===== src/rtl/mem_arbiter_pkg.sv =====
// ---------------------------------------------------------------------------
// mem_arbiter_defs : shared definitions for the game-RAM arbiter.
//   - FSM state encoding (S_IDLE / S_ACCESS / S_WAIT)
//   - requester IDs (REQ_P1=0, REQ_P2=1, REQ_VGA=2)
//   - default RAM geometry, shared with the ram32x20 instantiations
// ---------------------------------------------------------------------------
package mem_arbiter_defs;

   localparam int unsigned DEF_ADDR_W = 5;
   localparam int unsigned DEF_DATA_W = 20;
   localparam int unsigned NUM_REQ    = 3;
   localparam int unsigned CNT_W      = 2;   // holds READ_LAT up to 3

   typedef enum logic [1:0] {
      S_IDLE   = 2'd0,
      S_ACCESS = 2'd1,
      S_WAIT   = 2'd2
   } state_t;

   typedef enum logic [1:0] {
      REQ_P1  = 2'd0,
      REQ_P2  = 2'd1,
      REQ_VGA = 2'd2
   } req_id_t;

   // Requester that follows id in the round-robin ring p1 -> p2 -> vga -> p1.
   function automatic req_id_t next_id(input req_id_t id);
      unique case (id)
         REQ_P1:  return REQ_P2;
         REQ_P2:  return REQ_VGA;
         default: return REQ_P1;
      endcase
   endfunction

   // One-hot grant vector to requester ID.
   function automatic req_id_t onehot3_to_id(input logic [NUM_REQ-1:0] g);
      if (g[1])      return REQ_P2;
      else if (g[2]) return REQ_VGA;
      else           return REQ_P1;
   endfunction

endpackage


===== src/rtl/mem_arbiter_rr_pick3.sv =====
// ---------------------------------------------------------------------------
// rr_pick3 : combinational 3-way round-robin selector.
//   req   in  3  request vector, bit index = requester ID
//   ptr   in  2  requester searched first; search wraps ptr, ptr+1, ptr+2
//   grant out 3  one-hot winner (all zero when no request)
//   any   out 1  at least one request present
// ---------------------------------------------------------------------------
module rr_pick3
   import mem_arbiter_defs::*;
(
   input  logic [NUM_REQ-1:0] req,
   input  logic [1:0]         ptr,
   output logic [NUM_REQ-1:0] grant,
   output logic               any
);

   always_comb begin
      grant = '0;
      unique case (ptr)
         2'd1: begin
            if      (req[1]) grant = 3'b010;
            else if (req[2]) grant = 3'b100;
            else if (req[0]) grant = 3'b001;
         end
         2'd2: begin
            if      (req[2]) grant = 3'b100;
            else if (req[0]) grant = 3'b001;
            else if (req[1]) grant = 3'b010;
         end
         // ptr 0, and the unused code 3, start at p1
         default: begin
            if      (req[0]) grant = 3'b001;
            else if (req[1]) grant = 3'b010;
            else if (req[2]) grant = 3'b100;
         end
      endcase
   end

   assign any = |req;

endmodule


===== src/rtl/mem_arbiter.sv =====
// ---------------------------------------------------------------------------
// mem_arbiter : shares the single-port 32x20 game RAM between player1
// (writer), player2 (reader) and the VGA renderer (reader).
//   clock, resetn             clock, async active-low reset
//   p1_req/p1_addr/p1_wdata   player1 write request;  p1_gnt grant pulse
//   p2_req/p2_addr            player2 read request;   p2_gnt, p2_rvalid pulses
//   vga_req/vga_addr          VGA read request;       vga_gnt, vga_rvalid pulses
//   rdata                     read data, qualified by p2_rvalid / vga_rvalid
//   ram_address/ram_data/ram_wren/ram_q   RAM pins
//   busy                      high whenever the access FSM is not idle
// A request seen in IDLE in cycle N is granted in N+1 (ACCESS); a read
// returns rdata with rvalid in N+2+READ_LAT, coinciding with IDLE.
// ---------------------------------------------------------------------------
module mem_arbiter
   import mem_arbiter_defs::*;
#(
   parameter int unsigned ADDR_W   = DEF_ADDR_W,
   parameter int unsigned DATA_W   = DEF_DATA_W,
   parameter int unsigned READ_LAT = 1
)(
   input  logic              clock,
   input  logic              resetn,
   input  logic              p1_req,
   input  logic [ADDR_W-1:0] p1_addr,
   input  logic [DATA_W-1:0] p1_wdata,
   output logic              p1_gnt,
   input  logic              p2_req,
   input  logic [ADDR_W-1:0] p2_addr,
   output logic              p2_gnt,
   output logic              p2_rvalid,
   input  logic              vga_req,
   input  logic [ADDR_W-1:0] vga_addr,
   output logic              vga_gnt,
   output logic              vga_rvalid,
   output logic [DATA_W-1:0] rdata,
   output logic [ADDR_W-1:0] ram_address,
   output logic [DATA_W-1:0] ram_data,
   output logic              ram_wren,
   input  logic [DATA_W-1:0] ram_q,
   output logic              busy
);

   state_t              r_state;
   req_id_t             r_ptr;
   req_id_t             r_owner;
   logic [CNT_W-1:0]    r_cnt;

   state_t              w_state_nxt;
   req_id_t             w_ptr_nxt;
   req_id_t             w_owner_nxt;
   logic [CNT_W-1:0]    w_cnt_nxt;
   logic [ADDR_W-1:0]   w_addr_nxt;
   logic [DATA_W-1:0]   w_data_nxt;
   logic                w_wren_nxt;
   logic [NUM_REQ-1:0]  w_gnt_nxt;
   logic                w_p2_rv_nxt;
   logic                w_vga_rv_nxt;
   logic [DATA_W-1:0]   w_rdata_nxt;

   logic [NUM_REQ-1:0]  w_grant;
   logic                w_any;
   req_id_t             w_win_id;

   rr_pick3 u_pick (
      .req   ({vga_req, p2_req, p1_req}),
      .ptr   (r_ptr),
      .grant (w_grant),
      .any   (w_any)
   );

   assign w_win_id = onehot3_to_id(w_grant);

   // Next-state and next-output logic for the access FSM.
   always_comb begin
      w_state_nxt  = r_state;
      w_ptr_nxt    = r_ptr;
      w_owner_nxt  = r_owner;
      w_cnt_nxt    = r_cnt;
      w_addr_nxt   = ram_address;
      w_data_nxt   = ram_data;
      w_wren_nxt   = 1'b0;
      w_gnt_nxt    = '0;
      w_p2_rv_nxt  = 1'b0;
      w_vga_rv_nxt = 1'b0;
      w_rdata_nxt  = rdata;

      unique case (r_state)
         S_IDLE: begin
            if (w_any) begin
               w_state_nxt = S_ACCESS;
               w_owner_nxt = w_win_id;
               w_ptr_nxt   = next_id(w_win_id);
               w_gnt_nxt   = w_grant;
               unique case (w_win_id)
                  REQ_P1: begin
                     w_addr_nxt = p1_addr;
                     w_data_nxt = p1_wdata;
                     w_wren_nxt = 1'b1;
                  end
                  REQ_P2:  w_addr_nxt = p2_addr;
                  default: w_addr_nxt = vga_addr;
               endcase
            end
         end

         S_ACCESS: begin
            if (r_owner == REQ_P1) begin
               w_state_nxt = S_IDLE;
            end else begin
               w_state_nxt = S_WAIT;
               w_cnt_nxt   = CNT_W'(READ_LAT);
            end
         end

         S_WAIT: begin
            w_cnt_nxt = r_cnt - CNT_W'(1);
            // Last wait cycle: q is valid now, strobe rvalid next cycle.
            if (r_cnt == CNT_W'(1)) begin
               w_state_nxt  = S_IDLE;
               w_rdata_nxt  = ram_q;
               w_p2_rv_nxt  = (r_owner == REQ_P2);
               w_vga_rv_nxt = (r_owner == REQ_VGA);
            end
         end

         default: w_state_nxt = S_IDLE;
      endcase
   end

   // State and registered outputs.
   always_ff @(posedge clock or negedge resetn) begin
      if (!resetn) begin
         r_state     <= S_IDLE;
         r_ptr       <= REQ_P1;
         r_owner     <= REQ_P1;
         r_cnt       <= '0;
         ram_address <= '0;
         ram_data    <= '0;
         ram_wren    <= 1'b0;
         p1_gnt      <= 1'b0;
         p2_gnt      <= 1'b0;
         vga_gnt     <= 1'b0;
         p2_rvalid   <= 1'b0;
         vga_rvalid  <= 1'b0;
         rdata       <= '0;
         busy        <= 1'b0;
      end else begin
         r_state     <= w_state_nxt;
         r_ptr       <= w_ptr_nxt;
         r_owner     <= w_owner_nxt;
         r_cnt       <= w_cnt_nxt;
         ram_address <= w_addr_nxt;
         ram_data    <= w_data_nxt;
         ram_wren    <= w_wren_nxt;
         p1_gnt      <= w_gnt_nxt[REQ_P1];
         p2_gnt      <= w_gnt_nxt[REQ_P2];
         vga_gnt     <= w_gnt_nxt[REQ_VGA];
         p2_rvalid   <= w_p2_rv_nxt;
         vga_rvalid  <= w_vga_rv_nxt;
         rdata       <= w_rdata_nxt;
         busy        <= (w_state_nxt != S_IDLE);
      end
   end

endmodule


===== config.mk =====
export PLATFORM = sky130hd
export DESIGN_NAME = mem_arbiter
export DESIGN_NICKNAME = d
export VERILOG_FILES = /design/src/rtl/mem_arbiter_pkg.sv /design/src/rtl/mem_arbiter_rr_pick3.sv /design/src/rtl/mem_arbiter.sv
export SDC_FILE = /design/constraint.sdc
export NUM_CORES = 1
export LEC_CHECK = 0
export BUFFER_PORTS_ARGS = -buffer_cell sky130_fd_sc_hd__buf_2
export CAP_MARGIN = 20
export CORE_ASPECT_RATIO = 0.6
export CORE_MARGIN = 2
export CORE_UTILIZATION = 49
export CTS_BUF_LIST = sky130_fd_sc_hd__clkbuf_4 sky130_fd_sc_hd__clkbuf_8
export DETAILED_ROUTE_END_ITERATION = 16
export GPL_TIMING_DRIVEN = 0
export PLACE_DENSITY = 0.86
export SETUP_SLACK_MARGIN = 0.3
export SLEW_MARGIN = 20
export SYNTH_ARGS = -nofsm -noshare
export SYNTH_HDL_FRONTEND = slang
export SYNTH_SLANG_ARGS = --single-unit

===== constraint.sdc =====
create_clock -name clock -period 2.8 [get_ports clock]
set_input_delay 0.28 -clock clock [delete_from_list [all_inputs] [get_ports clock]]
set_output_delay 0.28 -clock clock [all_outputs]
set_load 0.05 [all_outputs]

After elaboration in Yosys (flattened, before gate mapping):

Cells that the tools add are included.
W data, S select, Z words.

* output and inout port bits: 52
* input bits: 60
* bits in registers: 60
* logic and storage cells: 63

* muxes and demuxes: 29
* add/sub/neg operators: 1
* eq/ne operators: 9
* reductions and logical operators: 10

Operators with widths (number)
* $mux W3: 9
* $mux W2: 7
* $eq A2 B1 Y1 const B: 5
* $pmux W5 S2: 1
* $mux W1: 8
* $pmux W2 S2: 2
* $eq A2 B2 Y1 const B: 3
* $logic_not A2 Y1: 3
* $pmux W2 S3: 1
* $pmux W3 S2: 1
* $reduce_and A2 Y1: 3
* $reduce_bool A2 Y1: 2
* $reduce_and A3 Y1: 1
* $reduce_or A3 Y1: 1
* $ne A2 B2 Y1 const B: 1
* $sub A2 B1 Y2 const B: 1

Depth between registers and ports, before layout:

* word-level depth: 10
* depth in mapped cells: 7
* mapped depth without buffers: 6

Hierarchy:

From an unflattened synthesis, not the netlist that was laid out.

* cell total of the unflattened synthesis: 179
* area total of the unflattened synthesis: 2524.9 um^2

By module, submodules not included
* mem_arbiter: area an instance 2398.6 um^2, times used 1, cells each 161
* rr_pick3: area an instance 126.4 um^2, times used 1, cells each 18

Worst setup path before layout:

OpenSTA, ideal clock, no wires.

* path type: reg2reg
* start: register r_ptr[0]
* end: register ram_data[10]
* path slack: 754 ps
* path buffers: 1
* library setup time: 125 ps
* arrival time: 1921 ps
* clock period less this slack: 2046 ps
* cell stages (with the launch flop): 8
* path through: dfrtp_1 inv_1 ha_1 or2_1 a41oi_4 nand3_4 buf_6 mux2_4

* cells in the longest elaborated chain, start to end: 6
* elaborated cells between the ends (all ways): 7
* those cells by class: eq/ne: 2; mux: 3; reduce/logical: 2

Ends and longest elaborated chain
* from (decl): RTL line mem_arbiter.sv:44 `req_id_t r_ptr;`
* from (signal assigned): RTL line mem_arbiter.sv:149 `r_ptr <= w_ptr_nxt;`
* $eq A2 B2 Y1 / $eq A2 B1 Y1 (equally long branches): RTL line mem_arbiter_rr_pick3.sv:19 `unique case (ptr)`
* $pmux W3 S2 (*): RTL line mem_arbiter_rr_pick3.sv:19
* $mux W2: RTL line mem_arbiter_pkg.sv:38 `else if (g[2]) return REQ_VGA;`
* $mux W2 (*): RTL line mem_arbiter_pkg.sv:37 `if (g[1]) return REQ_P2;`
* $logic_not A2 Y1 (*): RTL line mem_arbiter.sv:94 `unique case (w_win_id)`
* $reduce_and A3 Y1 (no source line) (*)
* to (signal assigned): RTL line mem_arbiter.sv:153 `ram_data <= w_data_nxt;`
* to (decl): RTL line mem_arbiter.sv:37 `output logic [DATA_W-1:0] ram_data,`

Every way passes the cells marked *; elsewhere a longest branch is shown, timed or not.
A chain may end at the register's enable or synchronous reset.

Worst setup path in the final report:

* start: register r_ptr[0]
* end: register ram_data[8]

The elaborated chain is that of the path after synthesis.

==> results.yml <==
run_status:
  status: "finished clean"
critical_path:
  critical_path_class: "reg -> reg"
  required_ns: 3.01
  worst_setup_path_start_kind: "flip-flop"
  cp.arrival_ns: 2.47
  worstPathMaxFanout: 10
  crit_path_end_kind: "flip-flop"
floorplanning:
  initial_core_util: 0.5025
  dieHeight_um: 59.50
  core-area_um2: 5005
  row_count: 20
  pin_count: 112
  die_w_um: 96.49
  die-area_um2: 5741
clock_network:
  clk_pin_slew_worst_paths_ns: 0.07
  htree_levels: 3
  cts_root_buffer: "clkbuf_8"
  clk_latency_ns: 0.33
  ctsResizeCount: 0
  cts_setup_buffers: 0
  cts_tree: "built"
  cts_sinks: 60
  clockBufferDepth: 2
  hold_buffers: 0
  numCtsBuffers: 9
timing:
  worstMarginPinSlew_ns: 0.7278
  drv_slew: 0
  slew_headroom: 0.5148
  finalClockSkew_ns: 0.003735
  hold_viol: 0
  fin_crit_ns: 2.258
  clock.fmax_mhz: 442.8
  setup_viol: 0
  tns_ns: 0
  rsz0062_at_grt: "false"
  fin_crit_sh: 0.8065
  hold_slack_ns: 0.01703
drt:
  postRouteAntennaNets: 0
  firstDrtPassIters: 4
  drt-total-wl_mm: 5.237
  avgRoutedWirePerCell_um: 14.43
  drt_iter0_markers: 37
  drc: 0
  via_count: 1813
  vias_per_cell: 4.994
synthesis:
  yosysSeqAreaShare: 0.5970
  netlist_area_um2: 2515
  synth_nets: 233
  netlist_instances: 170
  synth_area_per_cell_um2: 14.79
  ys_types: 34
  synth-seq-cells: 60
  yosysWarnings: 0
hold_path:
  hold_class: "in -> async"
placed_design:
  portBuffers: 111
  dp_hpwl_mm: 3.844
  gp_congestion: 0.7836
finish:
  area.growth.synth_to_final_pct: 33.23
  nets: 355
  n_antenna_cell: 0
  layout-drive-gt1-share: 0.5859
global_route:
  grt_usage: 0.1926
  antenna_found_initial: 0
  grt_overflow: 0
  grt_pass1_wl_mm: 8.010
  grt_max_degree: 61
  grt_pass1_vias: 1799
job:
  maxCapViolCount: 0
-- layout by cell type, fill, tap and decap left out, drive strengths merged, types with 2 or more instances in the layout --
cell type  count
inv            7
nand2          9
buf          115
o21ai          2
nand2b         2
nor3b          3
dfrtp         60
ha             3
nor2b          2
a21o           2
mux2          40
clkinv         2
o31ai          3
clkinvlp       2
o211ai         5
mux2i          5
clkbuf        11
nor2           5
nand3          6
-- metrics by stage --
stage	util	setup WS [ns]	instances	cell area [um2]
4_1_cts	0.6695	0.5247	363	3351
2_1_floorplan	-	0.7543	170	2515
3_3_place_gp	0.6300	0.5825	347	3153
5_1_grt	0.6695	0.4392	363	3351
6_report	0.6695	0.5418	363	3351
3_5_place_dp	0.6305	0.5315	347	3156
-- layout make-up --
class                   count  area [um2]
multi-input cells          99       957.2
clock inverters             6       63.81
well taps                  66       82.58
clock buffers              10       131.4
inverters                   6       22.52
repair buffers            111       558.0
fillers                   393        1654
flip-flops and latches     60        1501
plain buffers               5       33.78
-- registers in the layout, summed over array words and instances (netlist names) --
signal,flops
p1_gnt,1
ram_address,5
p2_rvalid,1
r_state,2
ram_wren,1
r_ptr,2
ram_data,20
p2_gnt,1
r_owner,2
vga_gnt,1
vga_rvalid,1
busy,1
rdata,20
r_cnt,2
-- synth_stat cells (all sizes together) --
| master | count | area (um2) |
|---|---|---|
| ha | 3 | 37.54 |
| mux2 | 40 | 518.0 |
| a41oi | 1 | 27.53 |
| nand3 | 6 | 42.54 |
| o221ai | 1 | 8.760 |
| and3b | 1 | 10.01 |
| mux2i | 5 | 50.05 |
| o21ai | 2 | 10.01 |
| and2b | 1 | 7.510 |
| nor2 | 5 | 18.77 |
| a211oi | 1 | 7.510 |
| or2 | 1 | 6.260 |
| o31ai | 3 | 36.28 |
| nand2 | 9 | 33.78 |
| a21o | 2 | 15.01 |
| nand2b | 2 | 12.51 |
| dfrtp | 60 | 1501 |
| nand3b | 1 | 7.510 |
| buf | 4 | 30.03 |
| nor2b | 2 | 12.51 |
| clkbuf | 1 | 3.750 |
| o211ai | 5 | 37.54 |
| nor3b | 3 | 22.52 |
| o31a | 1 | 8.760 |
| a21oi | 1 | 5.000 |
| o22ai | 1 | 6.260 |
| o211a | 1 | 10.01 |
| inv | 6 | 22.52 |
| nor3 | 1 | 5.000 |
-- logic make-up after synthesis --
logic type,after synthesis,share of synthesized area
and+or+nand+nor,32,0.07114
adders and majority gates,3,0.01493
buffers and inverters,11,0.02239
muxes,45,0.2259
AOI/OAI and AO/OA,19,0.06866
DFF,60,0.5970
-- critical path, stage by stage (launching register included) --
cell	delay (ns)
dfrtp_1	0.36
inv_1	0.06
ha_1	0.35
or2_1	0.27
a41oi_4	0.45
nand3_4	0.16
buf_6	0.19
mux2_4	0.30
-- per-layer routing --
layer	vias to the layer above	global-route usage	part of all wire
met5	-	0	0
met1	860	0.2427	0.45
met2	97	0.2927	0.44
met4	0	0.08249	0.018
li1	846	-	-
met3	10	0.08397	0.099
-- path summary, 6_finish.rpt --
kind / depth (start not counted) / to / startpoint / slack, ns
max: 7 / ram_data[8] / r_ptr[0] / 0.54
min: 1 / rdata[16] / resetn / 0.02
max reg2reg: 7 / ram_data[8] / r_ptr[0] / 0.54
min reg2reg: 1 / vga_rvalid / r_owner[0] / 0.49
max in group asynchronous: 1 / ram_wren / resetn / 2.31
min in group clock: 2 / ram_data[11] / p1_wdata[11] / 0.18
Power is not shown: default switching activity piles up to over one toggle a cycle in this logic, so the estimate is an artifact.
